### src/rtl/rv_data_arbiter.sv
// Two-master arbiter for the shared core data-memory port.
// An in-order ID FIFO sends each memory response back to the master that issued it.
module rv_data_arbiter #(
    parameter int XLEN        = 32,
    parameter int DEPTH       = 2,
    parameter int PRIORITY_RR = 1
) (
    input  logic              clk_i,
    input  logic              arstn_i,

    input  logic              m0_req_i,
    input  logic              m0_we_i,
    input  logic [XLEN/8-1:0] m0_be_i,
    input  logic [XLEN-1:0]   m0_addr_i,
    input  logic [XLEN-1:0]   m0_wdata_i,
    output logic              m0_gnt_o,
    output logic              m0_rvalid_o,
    output logic [XLEN-1:0]   m0_rdata_o,

    input  logic              m1_req_i,
    input  logic              m1_we_i,
    input  logic [XLEN/8-1:0] m1_be_i,
    input  logic [XLEN-1:0]   m1_addr_i,
    input  logic [XLEN-1:0]   m1_wdata_i,
    output logic              m1_gnt_o,
    output logic              m1_rvalid_o,
    output logic [XLEN-1:0]   m1_rdata_o,

    output logic              data_req_o,
    output logic              data_we_o,
    output logic [XLEN/8-1:0] data_be_o,
    output logic [XLEN-1:0]   data_addr_o,
    output logic [XLEN-1:0]   data_wdata_o,
    input  logic              data_rvalid_i,
    input  logic [XLEN-1:0]   data_rdata_i,

    output logic              err_o
);

    localparam int CW = $clog2(DEPTH + 1);
    localparam int PW = (DEPTH > 1) ? $clog2(DEPTH) : 1;
    localparam logic [CW-1:0] DEPTH_C   = CW'(DEPTH);
    localparam logic [PW-1:0] PTR_LAST  = PW'(DEPTH - 1);
    localparam logic          RR_MODE   = (PRIORITY_RR != 0);

    logic [DEPTH-1:0] fifo_q;
    logic [PW-1:0]    wr_ptr_q;
    logic [PW-1:0]    rd_ptr_q;
    logic [CW-1:0]    count_q;
    logic             last_gnt_q;
    logic             err_q;

    logic has_out;
    logic pop;
    logic can_issue;
    logic gnt0;
    logic gnt1;
    logic push;
    logic head;

    function automatic logic [PW-1:0] ptr_inc(input logic [PW-1:0] ptr);
        return (ptr == PTR_LAST) ? '0 : ptr + 1'b1;
    endfunction

    assign has_out   = (count_q != '0);
    assign pop       = data_rvalid_i & has_out;
    // A response retiring this cycle frees its slot for a same-cycle issue.
    assign can_issue = (count_q < DEPTH_C) | pop;
    assign head      = fifo_q[rd_ptr_q];

    // Round-robin tie goes to the master that did not win last; fixed mode favours master 0.
    always_comb begin
        gnt0 = 1'b0;
        gnt1 = 1'b0;
        if (can_issue) begin
            if (m0_req_i && m1_req_i) begin
                if (RR_MODE && !last_gnt_q) begin
                    gnt1 = 1'b1;
                end else begin
                    gnt0 = 1'b1;
                end
            end else begin
                gnt0 = m0_req_i;
                gnt1 = m1_req_i;
            end
        end
    end

    assign push     = gnt0 | gnt1;
    assign m0_gnt_o = gnt0;
    assign m1_gnt_o = gnt1;

    assign data_req_o   = push;
    assign data_we_o    = gnt1 ? m1_we_i    : m0_we_i;
    assign data_be_o    = gnt1 ? m1_be_i    : m0_be_i;
    assign data_addr_o  = gnt1 ? m1_addr_i  : m0_addr_i;
    assign data_wdata_o = gnt1 ? m1_wdata_i : m0_wdata_i;

    assign m0_rvalid_o = pop & ~head;
    assign m1_rvalid_o = pop &  head;
    assign m0_rdata_o  = data_rdata_i;
    assign m1_rdata_o  = data_rdata_i;
    assign err_o       = err_q;

    always_ff @(posedge clk_i or negedge arstn_i) begin
        if (!arstn_i) begin
            fifo_q     <= '0;
            wr_ptr_q   <= '0;
            rd_ptr_q   <= '0;
            count_q    <= '0;
            last_gnt_q <= 1'b1;
            err_q      <= 1'b0;
        end else begin
            if (push) begin
                fifo_q[wr_ptr_q] <= gnt1;
                wr_ptr_q         <= ptr_inc(wr_ptr_q);
                last_gnt_q       <= gnt1;
            end
            if (pop) begin
                rd_ptr_q <= ptr_inc(rd_ptr_q);
            end
            case ({push, pop})
                2'b10:   count_q <= count_q + 1'b1;
                2'b01:   count_q <= count_q - 1'b1;
                default: count_q <= count_q;
            endcase
            if (data_rvalid_i && !has_out) begin
                err_q <= 1'b1;
            end
        end
    end

endmodule

### config.mk
export PLATFORM = sky130hd
export DESIGN_NAME = rv_data_arbiter
export DESIGN_NICKNAME = d
export VERILOG_FILES = /design/src/rtl/rv_data_arbiter.sv
export SDC_FILE = /design/constraint.sdc
export NUM_CORES = 1
export LEC_CHECK = 0
export CAP_MARGIN = 15
export CORE_AREA = 2 2 122 124
export DETAILED_ROUTE_END_ITERATION = 6
export DIE_AREA = 0 0 124 126
export PLACE_DENSITY_LB_ADDON = 0.25
export SYNTH_ARGS = -nofsm -noshare
export SYNTH_HDL_FRONTEND = slang
export SYNTH_SLANG_ARGS = --single-unit
### constraint.sdc
create_clock -name clk_i -period 1.7 [get_ports clk_i]
set_input_delay 0.34 -clock clk_i [delete_from_list [all_inputs] [get_ports clk_i]]
set_output_delay 0.34 -clock clk_i [all_outputs]
set_load 0.05 [all_outputs]
==> flow_summary.toml, run 1 <==
[synth]
synth_compound_area_share_pct = 2.23
syn_nets = 354
avgSynthCellArea_um2 = 9.78
synthXorXnorAreaFrac_pct = 2.51
synthMuxAreaShare_pct = 45.2
synth_area_um2 = 1740
synth_seq_cells = 8
synth.distinct_cells = 25
yosysWarnings = 0
synthAdderAreaFrac_pct = 0.718
synth_top_family_by_area = "multiplexers"
ys_seq_area_share_pct = 11.6
synthCells = 178
synth-simple-area-share_pct = 4.67

[worst_setup_path]
crit_type = "reg -> out"
cp_max_fo = 7
worst_setup_path_start_kind = "register"
crit_required_ps = 1360
critPathCaptureType = "output port"
worstPathArrival_ps = 1740

[floorplanning]
rows = 44
ios = 314
die_x_um = 124
core_um2 = 14300
dieHeight_um = 126
dieArea_um2 = 15600
start_util_pct = 12.2

[power]
ir_drop_mv = 0.409
power_leakage_nw = 2.15
power_density_nw_per_um2 = 1040
power_mw = 4.87

[run]
drv_cap = 0

[placed_design]
place_hpwl_um = 6460
dpl_cell_area_um2 = 3650
place.gp.congestion = 0.740
port_buffers = 217
dp_cells = 524
place_ws_ps = -619

[layout]
final_common_cell = "clkdlybuf4s50_1"
fin_util_pct = 32.7
areaGrowthSynthToFinish_pct = 168
final_cell_mix = "clkdlybuf4s50_1, mux2_4, buf_8"
antenna_cells = 0
drive_gt1_share_pct = 51.1
fin_nets = 531
fin_area_um2 = 4680
fillers = 1458
final_cells = 538

[sta]
fin_crit_sh_pct = 122
max_slew.worst_pin.slew_ps = 359
rsz0062_at_grt = "true"
final_hold_viol_count = 0
fin_crit_ps = 2080
finClkSkew_ps = 0.405
fmax_ghz = 0.481
worst_slack_ps = -380
relSlewSlack_pct = 75.9
setup_violations = 71
maxSlewViolCount = 0

[clocking]
clock_path_buffers = 2
tritoncts = "done"
cts_sinks = 8
htreeDepth = 1
cts-root-buf = "clkbuf_16"
cts_buffers = 3
clk_latency_ps = 230
path_clk_slew_ps = 40
postCtsHoldBufs = 0

[detailed_routing]
drtPass1Iterations = 4
drt-total-wl_um = 8450
first_iter_violations = 24
post_drt_via_cell_ratio = 3.59
vias = 1930
drc = 0
wl_per_cell_um = 15.7
ant_nets = 0

[min_path]
hold_path_class = "in -> reg"

[grt]
grt_use_total_pct = 8.97
antenna_found_initial = 0
grt_pass1_wl_um = 10700
grt_pass1_vias = 2015
overflow = 0
grt_start_max_net_pins = 15

[status]
violations = "setup timing"
status = "finished with violations"
[path summary, 6_finish.rpt]
path / from / slack [ps] / cells after the start / end
min in group asynchronous: arstn_i / 390 / 1 / fifo_q[1]
worst max register to register: count_q[1] / 100 / 7 / count_q[1]
worst max-delay path: last_gnt_q / -380 / 6 / data_addr_o[2]
worst min-delay path: data_rvalid_i / 370 / 2 / err_o
max in group asynchronous: arstn_i / 1010 / 1 / last_gnt_q
worst min register to register: err_o / 470 / 1 / err_o
[power breakdown]
part	switching [mW]	leakage [nW]	total (mW)	internal, mW
Clock	0.0979	0.0382	0.411	0.313
Sequential	0.0727	0.0899	0.362	0.289
Combinational	1.96	2.02	4.10	2.14
Total	2.13	2.15	4.87	2.74
[synth_stat cells]
library cell | count | area share (%)
buf_4 | 64 | 28
mux2_2 | 63 | 41
dfrtp_1 | 7 | 10
buf_6 | 6 | 3.9
mux2_1 | 6 | 3.9
nor2_1 | 5 | 1.1
inv_1 | 4 | 0.86
xnor2_1 | 4 | 2.0
o21ai_0 | 3 | 0.86
a21o_1 | 1 | 0.43
a22o_1 | 1 | 0.50
and2b_1 | 1 | 0.43
and3_1 | 1 | 0.36
clkbuf_8 | 1 | 0.79
dfstp_2 | 1 | 1.5
ha_1 | 1 | 0.72
mux2i_1 | 1 | 0.57
nand2_1 | 1 | 0.22
nand2b_1 | 1 | 0.36
nand2b_2 | 1 | 0.50
nand3_4 | 1 | 1.0
nand4_1 | 1 | 0.36
nor2b_1 | 1 | 0.36
o31ai_1 | 1 | 0.43
xor2_1 | 1 | 0.50
[cell families (layout without fill, tap and decap cells)]
family | count (synthesis) | count (layout)
buffers and inverters | 75 | 251
multiplexers | 70 | 70
AND/OR/NAND/NOR | 13 | 13
flip-flops | 8 | 8
AO/OA/AOI/OAI | 6 | 6
XOR/XNOR | 5 | 5
adder cells (fa/ha/maj) | 1 | 1
[layout make-up]
class	count	area [µm²]	area share, %
Sequential cell	8	201	4.31
Tap cell	184	230	4.92
Clock buffer	4	78.8	1.69
Multi-Input combinational cell	95	1230	26.3
Timing Repair Buffer	243	2920	62.4
Inverter	4	15.0	0.321
[layer usage]
metal  routed length, µm  vias to the layer above  share of wire (%)  track usage, %
met2                4510                      143                 53            17.4
met4                 125                        0                1.5            2.91
met1                2830                      878                 34            9.10
met3                 984                       13                 12            2.31
li1                    -                      896                  -               -
met5                   0                        -                  0               0
[worst max-delay path: stages, from the launching register on]
cell	delay (ps)
dfstp_2	530
nand2_2	60
nand3_4	120
buf_12	160
clkbuf_16	170
mux2_4	310
buf_8	150
[state kept, by name, indices dropped and copies added (netlist names)]
signal	flops
rd_ptr_q	1
fifo_q	2
count_q	2
err_o	1
last_gnt_q	1
wr_ptr_q	1
[metrics by stage]
step | setup TNS, ps | hold slack, ps
floorplan | -220 | 44.4
global placement | -40060 | 458
detailed placement | -41210 | 460
CTS | -25360 | 399
global route | -27210 | 402
finish | -23580 | 374
[what timing repair did]
action                     4_1_cts  5_1_grt
gates resized for setup        122       85
pin swaps                        1        1
buffers inserted                 5        0
setup endpoints to repair       75       74
cloned                           3        3
Note: power is estimated with default switching activity, not from simulation.
==> run 2: changes to the inputs <==
--- a/config.mk
+++ b/config.mk
@@ -5,10 +5,10 @@
 export SDC_FILE = /design/constraint.sdc
 export NUM_CORES = 1
 export LEC_CHECK = 0
-export CAP_MARGIN = 15
 export CORE_AREA = 2 2 122 124
 export DETAILED_ROUTE_END_ITERATION = 6
 export DIE_AREA = 0 0 124 126
+export GPL_TIMING_DRIVEN = 0
 export PLACE_DENSITY_LB_ADDON = 0.25
 export SYNTH_ARGS = -nofsm -noshare
 export SYNTH_HDL_FRONTEND = slang
==> run 2 against run 1 <==
  * The run still ends with setup timing left
  * Setup slack got worse by 15 ps
  * Power hardly changed
  * Clock skew is 2.2 ps higher
  * Clock power down 3%
  * Critical path depth is the same
  * Hold slack better by 10 ps
  * Combinational power about the same
  * Critical path type unchanged
  * Critical endpoint is now data_be_o[3]
==> flow_summary.toml, run 2 (synthesis gave the netlist of run 1 again) <==
[placed_design]
place_ws_ps = -1190
port_buffers = 281
place_hpwl_um = 8090
place.gp.congestion = 0.747
dpl_cell_area_um2 = 4790
dp_cells = 643

[power]
power_density_nw_per_um2 = 915
ir_drop_mv = 0.710
power_leakage_nw = 2.37

[grt]
grt_pass1_vias = 2517
grt_pass1_wl_um = 13100
overflow = 0
grt_start_max_net_pins = 11
grt_use_total_pct = 10.6
antenna_found_initial = 0

[sta]
relSlewSlack_pct = 66.1
final_hold_viol_count = 0
rsz0062_at_grt = "true"
maxSlewViolCount = 0
fmax_ghz = 0.477
worst_slack_ps = -396
finClkSkew_ps = 2.57
setup_violations = 70
fin_crit_ps = 2100
max_slew.worst_pin.slew_ps = 508
fin_crit_sh_pct = 123

[status]
status = "finished with violations"
violations = "setup timing"

[clocking]
clk_latency_ps = 230
cts-root-buf = "clkbuf_16"
cts_sinks = 8
htreeDepth = 1
tritoncts = "done"
cts_buffers = 3
clock_path_buffers = 2
path_clk_slew_ps = 40

[worst_setup_path]
crit_required_ps = 1360
cp_max_fo = 6
crit_type = "reg -> out"
worst_setup_path_start_kind = "register"
worstPathArrival_ps = 1760
critPathCaptureType = "output port"

[detailed_routing]
ant_nets = 0
drt-total-wl_um = 9570
wl_per_cell_um = 14.5
post_drt_via_cell_ratio = 3.61
vias = 2387
drtPass1Iterations = 4
drc = 0
first_iter_violations = 26

[floorplanning]
die_x_um = 124
dieArea_um2 = 15600
core_um2 = 14300
ios = 314
rows = 44
dieHeight_um = 126
start_util_pct = 12.2

[layout]
final_cell_mix = "clkdlybuf4s50_1, buf_4, buf_6"
reg_top3 = "count_q (2), fifo_q (2)"
drive_gt1_share_pct = 50.2
fin_area_um2 = 5330
final_common_cell = "clkdlybuf4s50_1"
final_cells = 661
areaGrowthSynthToFinish_pct = 206
fin_nets = 653

[run]
drv_cap = 0

[min_path]
hold_path_class = "in -> reg"
-- run 2: routing by layer --
layer	up-vias	GRT usage, %	routed length (µm)
met3	8	2.90	1070
li1	1146	-	-
met5	-	0	0
met1	1075	10.0	3010
met2	158	22.0	5370
met4	0	1.78	121
-- run 2: worst paths after layout --
path / from / end / slack [ps] / cells past startpoint
max: last_gnt_q / data_be_o[3] / -400 / 6
min: data_rvalid_i / err_o / 380 / 2
max reg2reg: count_q[1] / count_q[1] / 170 / 6
min reg2reg: err_o / err_o / 480 / 1
max in group asynchronous: arstn_i / last_gnt_q / 1000 / 1
min in group asynchronous: arstn_i / count_q[0] / 390 / 1
-- run 2: cell type report --
cell class	count	area, µm²
fillers	1451	8980
repair buffers	293	3120
multi-input cells	96	1090
plain buffers	71	596
well taps	184	230
flip-flops and latches	8	203
clock buffers	4	78.8
inverters	4	15.0
diodes	1	2.50
-- run 2: through the flow --
| step | power (mW) | hold slack (ps) | setup TNS, ps | util [%] |
|---|---|---|---|---|
| 2_1_floorplan | 2.72 | 44.4 | -220 | - |
| 3_3_place_gp | 3.91 | 461 | -84610 | 33.5 |
| 3_5_place_dp | 3.92 | 461 | -83570 | 33.5 |
| 4_1_cts | 4.84 | 405 | -26380 | 36.7 |
| 5_1_grt | 5.10 | 403 | -29340 | 37.2 |
| 6_report | 4.88 | 384 | -24400 | 37.2 |
-- run 2: power breakdown --
| part | internal [mW] | leakage, nW | switching [mW] |
|---|---|---|---|
| Clock | 0.312 | 0.0382 | 0.0873 |
| Combinational | 1.93 | 2.24 | 2.18 |
| Sequential | 0.292 | 0.0889 | 0.0826 |
| Total | 2.53 | 2.37 | 2.35 |
-- run 2: repair_timing --
action	CTS	global route
hold buffers	0	0
resized for setup	558	23
setup endpoints to repair	76	73
setup buffers	7	3
pin swaps	2	1
gates cloned	3	0
-- run 2: worst max-delay path, stage by stage (launching register included) --
cell and delay, ps:
dfstp_2 530, nand2_2 70, nand3_4 180, buf_12 140, buf_16 110, mux2_2 330, buf_6 150
